## config.mk

```make
export PLATFORM = sky130hd
export DESIGN_NAME = rom_arb
export DESIGN_NICKNAME = d
export VERILOG_FILES = /design/src/rtl/rom_arb_pkg.sv /design/src/rtl/rom_arb_sel.sv /design/src/rtl/rom_arb.sv
export SDC_FILE = /design/constraint.sdc
export NUM_CORES = 1
export LEC_CHECK = 0
export BUFFER_PORTS_ARGS = -buffer_cell sky130_fd_sc_hd__buf_2
export CORE_AREA = 2 2 105 107
export DETAILED_ROUTE_END_ITERATION = 8
export DIE_AREA = 0 0 107 109
export GPL_ROUTABILITY_DRIVEN = 0
export HOLD_SLACK_MARGIN = 0.05
export PLACE_DENSITY = 0.67
export SLEW_MARGIN = 20
export SYNTH_ARGS = -nofsm -noshare
export SYNTH_HDL_FRONTEND = slang
export SYNTH_HIERARCHICAL = 1
export SYNTH_SLANG_ARGS = --single-unit
```

## constraint.sdc

```tcl
create_clock -name clk -period 2.11 [get_ports clk]
set_input_delay 0.422 -clock clk [delete_from_list [all_inputs] [get_ports clk]]
set_output_delay 0.422 -clock clk [all_outputs]
set_load 0.02 [all_outputs]
```

## src/rtl/rom_arb_pkg.sv

```systemverilog
// Bus widths, reset level and owner encoding shared by the instruction-ROM arbiter.
// Owner codes are stored in the arbiter state register; IDLE must stay the all-zero code.
package rom_arb_pkg;
   localparam int   MemAddrBus = 32;
   localparam int   MemBus     = 32;
   localparam logic RstEnable  = 1'b0;

   typedef enum logic [1:0] {
      RomArbIdle = 2'd0,
      RomArbM0   = 2'd1,
      RomArbM1   = 2'd2
   } owner_e;
endpackage

```

## src/rtl/rom_arb_sel.sv

```systemverilog
// Grant and next-owner selection for the two-master ROM arbiter. Purely combinational:
// bounded-burst round-robin, loader wins a tie from IDLE.
module rom_arb_sel
   import rom_arb_pkg::*;
#(
   parameter int BURST_MAX = 8,
   parameter int CNT_W     = $clog2(BURST_MAX + 1)
) (
   input  owner_e           owner_i,
   input  logic [CNT_W-1:0] burst_cnt_i,
   input  logic             m0_req_i,
   input  logic             m1_req_i,
   output logic             m0_gnt_o,
   output logic             m1_gnt_o,
   output owner_e           owner_d_o
);
   localparam logic [CNT_W-1:0] BurstMax = CNT_W'(BURST_MAX);

   always_comb begin
      m0_gnt_o = 1'b0;
      m1_gnt_o = 1'b0;
      case (owner_i)
         RomArbM0: begin
            if (m0_req_i && (!m1_req_i || burst_cnt_i < BurstMax)) m0_gnt_o = 1'b1;
            else if (m1_req_i)                                     m1_gnt_o = 1'b1;
         end
         RomArbM1: begin
            if (m1_req_i && (!m0_req_i || burst_cnt_i < BurstMax)) m1_gnt_o = 1'b1;
            else if (m0_req_i)                                     m0_gnt_o = 1'b1;
         end
         default: begin
            if (m1_req_i)      m1_gnt_o = 1'b1;
            else if (m0_req_i) m0_gnt_o = 1'b1;
         end
      endcase
   end

   always_comb begin
      owner_d_o = RomArbIdle;
      if (m1_gnt_o)      owner_d_o = RomArbM1;
      else if (m0_gnt_o) owner_d_o = RomArbM0;
   end
endmodule

```

## src/rtl/rom_arb.sv

```systemverilog
// Shares the single-port instruction ROM between core fetch (m0) and loader (m1).
// Combinational grant, one-cycle registered response; a master stalls simply by not being granted.
module rom_arb
   import rom_arb_pkg::*;
#(
   parameter int BURST_MAX = 8
) (
   input  logic                  clk,
   input  logic                  rst,
   input  logic                  m0_req_i,
   input  logic [MemAddrBus-1:0] m0_addr_i,
   output logic                  m0_gnt_o,
   output logic                  m0_ack_o,
   output logic [MemBus-1:0]     m0_data_o,
   input  logic                  m1_req_i,
   input  logic                  m1_we_i,
   input  logic [MemAddrBus-1:0] m1_addr_i,
   input  logic [MemBus-1:0]     m1_data_i,
   output logic                  m1_gnt_o,
   output logic                  m1_ack_o,
   output logic [MemBus-1:0]     m1_data_o,
   output logic                  rom_req_o,
   output logic                  rom_we_o,
   output logic [MemAddrBus-1:0] rom_addr_o,
   output logic [MemBus-1:0]     rom_data_o,
   input  logic [MemBus-1:0]     rom_data_i,
   output logic                  hold_flag_o
);
   localparam int              CntW     = $clog2(BURST_MAX + 1);
   localparam logic [CntW-1:0] BurstMax = CntW'(BURST_MAX);

   owner_e            owner_q, owner_d, sel_owner;
   logic [CntW-1:0]   burst_cnt_q, burst_cnt_d;
   logic              m0_ack_q, m0_ack_d, m1_ack_q, m1_ack_d;
   logic [MemBus-1:0] m0_data_q, m0_data_d, m1_data_q, m1_data_d;
   logic              run, sel_gnt0, sel_gnt1, m0_gnt, m1_gnt;

   rom_arb_sel #(.BURST_MAX(BURST_MAX), .CNT_W(CntW)) u_sel (
      .owner_i     (owner_q),
      .burst_cnt_i (burst_cnt_q),
      .m0_req_i    (m0_req_i),
      .m1_req_i    (m1_req_i),
      .m0_gnt_o    (sel_gnt0),
      .m1_gnt_o    (sel_gnt1),
      .owner_d_o   (sel_owner)
   );

   // Grants are masked during reset so nothing reaches the ROM or the response registers.
   assign run    = (rst != RstEnable);
   assign m0_gnt = sel_gnt0 & run;
   assign m1_gnt = sel_gnt1 & run;

   always_ff @(posedge clk) begin
      if (rst == RstEnable) begin
         owner_q     <= RomArbIdle;
         burst_cnt_q <= '0;
         m0_ack_q    <= 1'b0;
         m1_ack_q    <= 1'b0;
         m0_data_q   <= '0;
         m1_data_q   <= '0;
      end else begin
         owner_q     <= owner_d;
         burst_cnt_q <= burst_cnt_d;
         m0_ack_q    <= m0_ack_d;
         m1_ack_q    <= m1_ack_d;
         m0_data_q   <= m0_data_d;
         m1_data_q   <= m1_data_d;
      end
   end

   always_comb begin
      owner_d     = run ? sel_owner : RomArbIdle;
      burst_cnt_d = '0;
      if (owner_d != RomArbIdle) begin
         if (owner_d != owner_q)         burst_cnt_d = CntW'(1);
         else if (burst_cnt_q != BurstMax) burst_cnt_d = burst_cnt_q + 1'b1;
         else                            burst_cnt_d = burst_cnt_q;
      end
      m0_ack_d  = m0_gnt;
      m1_ack_d  = m1_gnt;
      m0_data_d = m0_gnt ? rom_data_i : '0;
      m1_data_d = (m1_gnt && !m1_we_i) ? rom_data_i : '0;
   end

   always_comb begin
      rom_req_o  = m0_gnt | m1_gnt;
      rom_we_o   = m1_gnt & m1_we_i;
      rom_addr_o = '0;
      rom_data_o = '0;
      if (m0_gnt) begin
         rom_addr_o = m0_addr_i;
      end else if (m1_gnt) begin
         rom_addr_o = m1_addr_i;
         rom_data_o = m1_data_i;
      end
   end

   assign m0_gnt_o    = m0_gnt;
   assign m1_gnt_o    = m1_gnt;
   assign m0_ack_o    = m0_ack_q;
   assign m1_ack_o    = m1_ack_q;
   assign m0_data_o   = m0_data_q;
   assign m1_data_o   = m1_data_q;
   assign hold_flag_o = run & m0_req_i & ~m0_gnt;
endmodule

```

Yosys cells after proc, flatten, opt, wreduce, memory -nomap -nowiden
Index checks and enable logic that the tools add are counted.
{"block": "classes", "muxes": 18, "eq_ne": 4, "n_reduce_logical": 14, "order_cmp": 1, "n_addsub": 1, "bitwise": 9}
{"op": "$mux 32", "n": 4}
{"op": "$mux 1", "n": 10}
{"op": "$reduce_and 2->1", "n": 3}
{"op": "$and 1x1->1", "n": 5}
{"op": "$add 4x1->4 const B", "n": 1}
{"op": "$lt 4x4->1 const B", "n": 1}
{"op": "$mux 2", "n": 2}
{"op": "$ne 4x4->1 const B", "n": 1}
{"op": "$pmux 1 s2", "n": 2}
{"op": "$reduce_bool 2->1", "n": 2}
{"op": "$logic_and 1x1->1", "n": 3}
{"op": "$logic_not 1->1", "n": 3}
{"op": "$not 1->1", "n": 3}
{"op": "$reduce_or 3->1", "n": 1}
{"op": "$eq 2x1->1 const B", "n": 1}
{"op": "$eq 2x2->1 const B", "n": 1}
{"op": "$logic_or 1x1->1", "n": 2}
{"op": "$ne 2x2->1", "n": 1}
{"op": "$or 1x1->1", "n": 1}
{"block": "word_totals", "inputBits": 133, "output_inout_bits": 135, "reg_bits": 72, "word_cells": 54}

Depth between registers and ports, before layout
{"block": "depth", "word_depth": 11, "ltp_mapped": 9, "ltp_nobuf": 8}

Cells and area by module
The synthesis kept the hierarchy.
{"module": "rom_arb", "instances": 1, "seq_area_each_um2": 1441.4, "area_each_um2": 2701.3, "cells_per_inst": 259}
{"module": "rom_arb_sel", "instances": 1, "seq_area_each_um2": 0.0, "area_each_um2": 127.6, "cells_per_inst": 17}

Worst setup path after synthesis
OpenSTA, ideal clock, no wires.
{"block": "synth_path", "kind": "reg2out", "start": "register owner_q[0]", "end": "output rom_addr_o[23]", "arrival_ns": 1.983, "path_buffers": 3, "path_slack_ns": -0.295, "required_ns": 1.688, "stages_incl_launch_ff": 10, "cell_sequence": "dfxtp_1 inv_1 ha_1 a2bb2oi_1 o221a_2 buf_6 and2_4 buf_6 buf_6 a22o_1"}
{"block": "synth_between", "word_cells_on_any_way": 8, "cone_classes": "eq/ne (2); mux (4); bitwise (2)"}
{"element": "from (decl)", "line_no": "rom_arb.sv:32", "rtl": "owner_e owner_q, owner_d, sel_owner;"}
{"element": "from (signal assigned)", "line_no": "rom_arb.sv:55", "rtl": "owner_q <= RomArbIdle;"}
{"element": "from (signal assigned)", "line_no": "rom_arb.sv:62", "rtl": "owner_q <= owner_d;"}
{"element": "$eq 2x2->1 / $eq 2x1->1 (equally long branches)", "line_no": "rom_arb_sel.sv:22", "rtl": "case (owner_i)"}
{"element": "$pmux 1 s2 *", "line_no": "rom_arb_sel.sv:22"}
{"element": "via sel_gnt0", "line_no": "rom_arb.sv:36", "rtl": "logic run, sel_gnt0, sel_gnt1, m0_gnt, m1_gnt;"}
{"element": "$and 1x1->1 *", "line_no": "rom_arb.sv:50", "rtl": "assign m0_gnt = sel_gnt0 & run;"}
{"element": "via m0_gnt_o", "line_no": "rom_arb.sv:12", "rtl": "output logic m0_gnt_o,"}
{"element": "$mux 32 *", "line_no": "rom_arb.sv:90", "rtl": "if (m0_gnt) begin"}
{"element": "to (decl)", "line_no": "rom_arb.sv:24", "rtl": "output logic [MemAddrBus-1:0] rom_addr_o,"}
The timed path passes the listed nets; every way through them passes the cells marked *.

Worst setup path in the final report
{"block": "layout_path", "start": "register owner_q[0]", "end": "output rom_addr_o[1]"}
{"block": "layout_between", "elab_chain_len": 5, "word_cells_on_any_way": 8, "cone_classes": "eq/ne (2); mux (4); bitwise (2)"}
{"element": "$eq 2x2->1 / $eq 2x1->1 (equally long branches)", "line_no": "rom_arb_sel.sv:22"}
{"element": "$pmux 1 s2 *", "line_no": "rom_arb_sel.sv:22"}
{"element": "via sel_gnt1", "line_no": "rom_arb.sv:36"}
{"element": "$and 1x1->1 *", "line_no": "rom_arb.sv:51", "rtl": "assign m1_gnt = sel_gnt1 & run;"}
{"element": "$mux 32 *", "line_no": "rom_arb.sv:92", "rtl": "end else if (m1_gnt) begin"}
{"element": "$mux 32 *", "line_no": "rom_arb.sv:90"}
Marked as above.

==> results by group <==
Run status
  – Failing checks: negative setup slack
  – Status: finished with violations

CTS
  – CTS Buf Count: 9
  – Root Buffer: clkbuf_8
  – H-tree levels: 3
  – CTS tree: yes
  – Clk_lat worst skew: 0.33 ns
  – Count of clock tree sinks: 72
  – Clock-pin slew on the worst setup and hold paths: 0.08 ns
  – Max clock buf depth: 2
  – Cts hold-fix bufs: 0

Timing
  – Final setup violation count: 69
  – Worst Skew: 0.004913 ns
  – Slew @ Worst Pin: 0.3130 ns
  – Slew HR: 0.7913
  – Final period utilization: 1.245
  – Final hold violation count: 0
  – Minimum clock period after layout: 2.627 ns
  – Fmax: 0.3807 GHz
  – RSZ-0062 raised after global routing: yes
  – Final worst slack: -0.5166 ns
  – Max-slew violations: 0

Layout
  – Reg area: 1449 um^2
  – Layout cells sized above 1: 0.6809
  – ANT cells: 0
  – Multi-input logic area: 1551 um^2
  – Area grow syn2layout: 95.18%
  – Post-layout net count: 696
  – Non-filler cells, final: 704
  – Fillers: 952
  – Commonest cells after routing, fill and taps aside: 199 x buf_2, 70 x dfxtp_1, 67 x buf_6
  – Most common cell after layout, fill and taps aside: buf_2
  – Util after Layout: 0.5208

Floorplanning
  – Die area: 11660 um^2
  – Initial Utilization: 0.2668
  – Boundary Pins: 268
  – Num rows: 38
  – Die height: 109 um
  – CORE AREA: 10600 um^2
  – Die width: 107 um

Logic synthesis
  – Synth area leaders: dfxtp_1 51%, and2_1 15%, a22o_1 9.9%, and3_1 7.3%, buf_6 2.0%
  – Net Count, Synth: 413
  – Area leader, netlist: dfxtp_1
  – Ys async rst share: 0
  – Post-synth top area share: 0.5095
  – Synthesis-stage register bit count: 72
  – Avg Cell Area, Syn: 10.25 um^2
  – Post-Syn Instances: 276
  – Synth unique cells: 36
  – Seq/Total Area, Yosys: 0.5095
  – Most used DFF post-synth: dfxtp_1
  – Synthesized area: 2829 um^2
  – Post-synth EDFFs: 0
  – Synthesis warning total: 6

Critical path
  – Worst path arrival time: 2.20 ns
  – Element type at the critical path start: flip-flop
  – CP max FO: 8
  – Worst Path Required: 1.69 ns
  – Critical path's largest stage delay: 0.37 ns
  – Worst setup EP type: primary output
  – CP Class: reg2out
  – CP max-delay cell: dfxtp_4
  – Crit-path cells: inv_2 -> ha_4 -> inv_2 -> a311oi_2 -> nand2_2 -> nor2_4 -> buf_6 -> buf_12 -> a22o_1 -> buf_6

Detailed routing
  – Remaining antenna violation count: 0
  – Vias per cell: 4.389
  – Drt wl/cell: 15.17 um
  – Iteration-0 DRC Markers: 127
  – Routed WL: 10680 um
  – DRC viols: 0
  – Total number of vias: 3090
  – DR pass1 iterations: 4

Power and ir drop
  – Pwr Density: 661.1 nW/um^2
  – Leakage: 3.028 nW
  – Peak supply drop: 0.0003682 V

Global routing
  – Vias in the first global route: 2954
  – Pin count of the biggest net entering global routing: 40
  – First-pass GRT wire length: 14790 um
  – Total Routing Usage GR: 0.1634
  – Antenna violations before repair: 0
  – Grt ovf: 0

Placed design
  – Placed Cells: 680
  – Place WS: -0.1904 ns
  – PortBufs: 267
  – Post-DP HPWL: 8067 um

Job
  – Max Cap Violations: 0

Worst hold path
  – Worst hold path class: in2reg
[path summary, 6_finish.rpt]
path / start / endpoint / slack [ns] / depth (start not counted)
hold reg to reg: burst_cnt_q[2]$_SDFFE_PP0P_ / burst_cnt_q[2]$_SDFFE_PP0P_ / 0.51 / 2
hold / removal: rom_data_i[15] / m1_data_o[15]$_SDFF_PN0_ / 0.29 / 2
setup / recovery: owner_q[0]$_SDFF_PN0_ / rom_addr_o[1] / -0.52 / 10
setup reg to reg: owner_q[0]$_SDFF_PN0_ / burst_cnt_q[0]$_SDFFE_PN0P_ / 0.20 / 10
[final cells by class]
type | instances | area share
clock buffer | 10 | 0.02311
timing repair buffer | 294 | 0.3800
inverter | 8 | 0.005438
tap | 140 | 0.03172
clock inverter | 6 | 0.01632
sequential | 72 | 0.2624
multi-input combinational | 174 | 0.2810
[Yosys cell counts (2+ instances only)]
cell	instances
nor2_1	3
dfxtp_1	72
a21oi_1	2
and2_1	67
a22o_1	32
and3_1	33
nand3b_1	3
nand2_1	4
xor2_1	2
inv_1	8
nand2b_1	3
mux2i_1	2
clkbuf_2	3
ha_1	4
buf_2	4
clkbuf_1	6
buf_6	5
nand3_1	2
buf_4	4
[worst max-delay path: cells and delay by family (launching register included)]
kind	cells	cell delay, ns
compound gates	2	0.45
fa+ha+maj	1	0.28
simple gates	2	0.31
buf+inv	5	0.46
flops	1	0.37
[report_power, final]
group | internal [mW] | switching (mW)
Clock | 0.673 | 0.507
Combinational | 0.545 | 0.502
Sequential | 1.41 | 0.0180
[state kept, by name, summed over array words and instances, names as in the netlist]
signal and flops:
burst_cnt_q 4, m0_ack_o 1, m0_data_o 32, m1_ack_o 1, m1_data_o 32, owner_q 2
[timing repair]
item                       4_1_cts  5_1_grt
buffers inserted                 4        2
pin swaps                        3        7
cloned                           1        2
setup endpoints to repair       69       70
resized for setup              133       16
[layer usage]
| metal | routed length, um | up-vias | track usage |
|---|---|---|---|
| met3 | 746 | 7 | 0.05200 |
| li1 | - | 1499 | - |
| met1 | 4345 | 1454 | 0.1997 |
| met4 | 70 | 0 | 0.03061 |
| met2 | 5518 | 130 | 0.2848 |
| met5 | 0 | - | 0 |
[through the flow]
step / instance area (um^2) / TNS [ns] / power [mW] / hold slack (ns)
4_1_cts: 5415 / -30.45 / 3.652 / 0.2772
6_report: 5522 / -30.97 / 3.650 / 0.2928
5_1_grt: 5522 / -39.08 / 3.830 / 0.2734
3_5_place_dp: 4741 / -9.594 / 2.308 / 0.5019
3_3_place_gp: 4741 / -7.267 / 2.291 / 0.4768
2_1_floorplan: 3168 / -4.499 / 1.959 / 0.4648
[kinds of logic after synthesis]
group | after synthesis | share of synthesized area
flops | 72 | 0.5095
compound gates | 41 | 0.1225
simple gates | 124 | 0.2724
buf+inv | 30 | 0.06147
xor+xnor | 3 | 0.009290
fa+ha+maj | 4 | 0.01769
mux | 2 | 0.007077
Note: power is estimated with default switching activity, not from simulation.
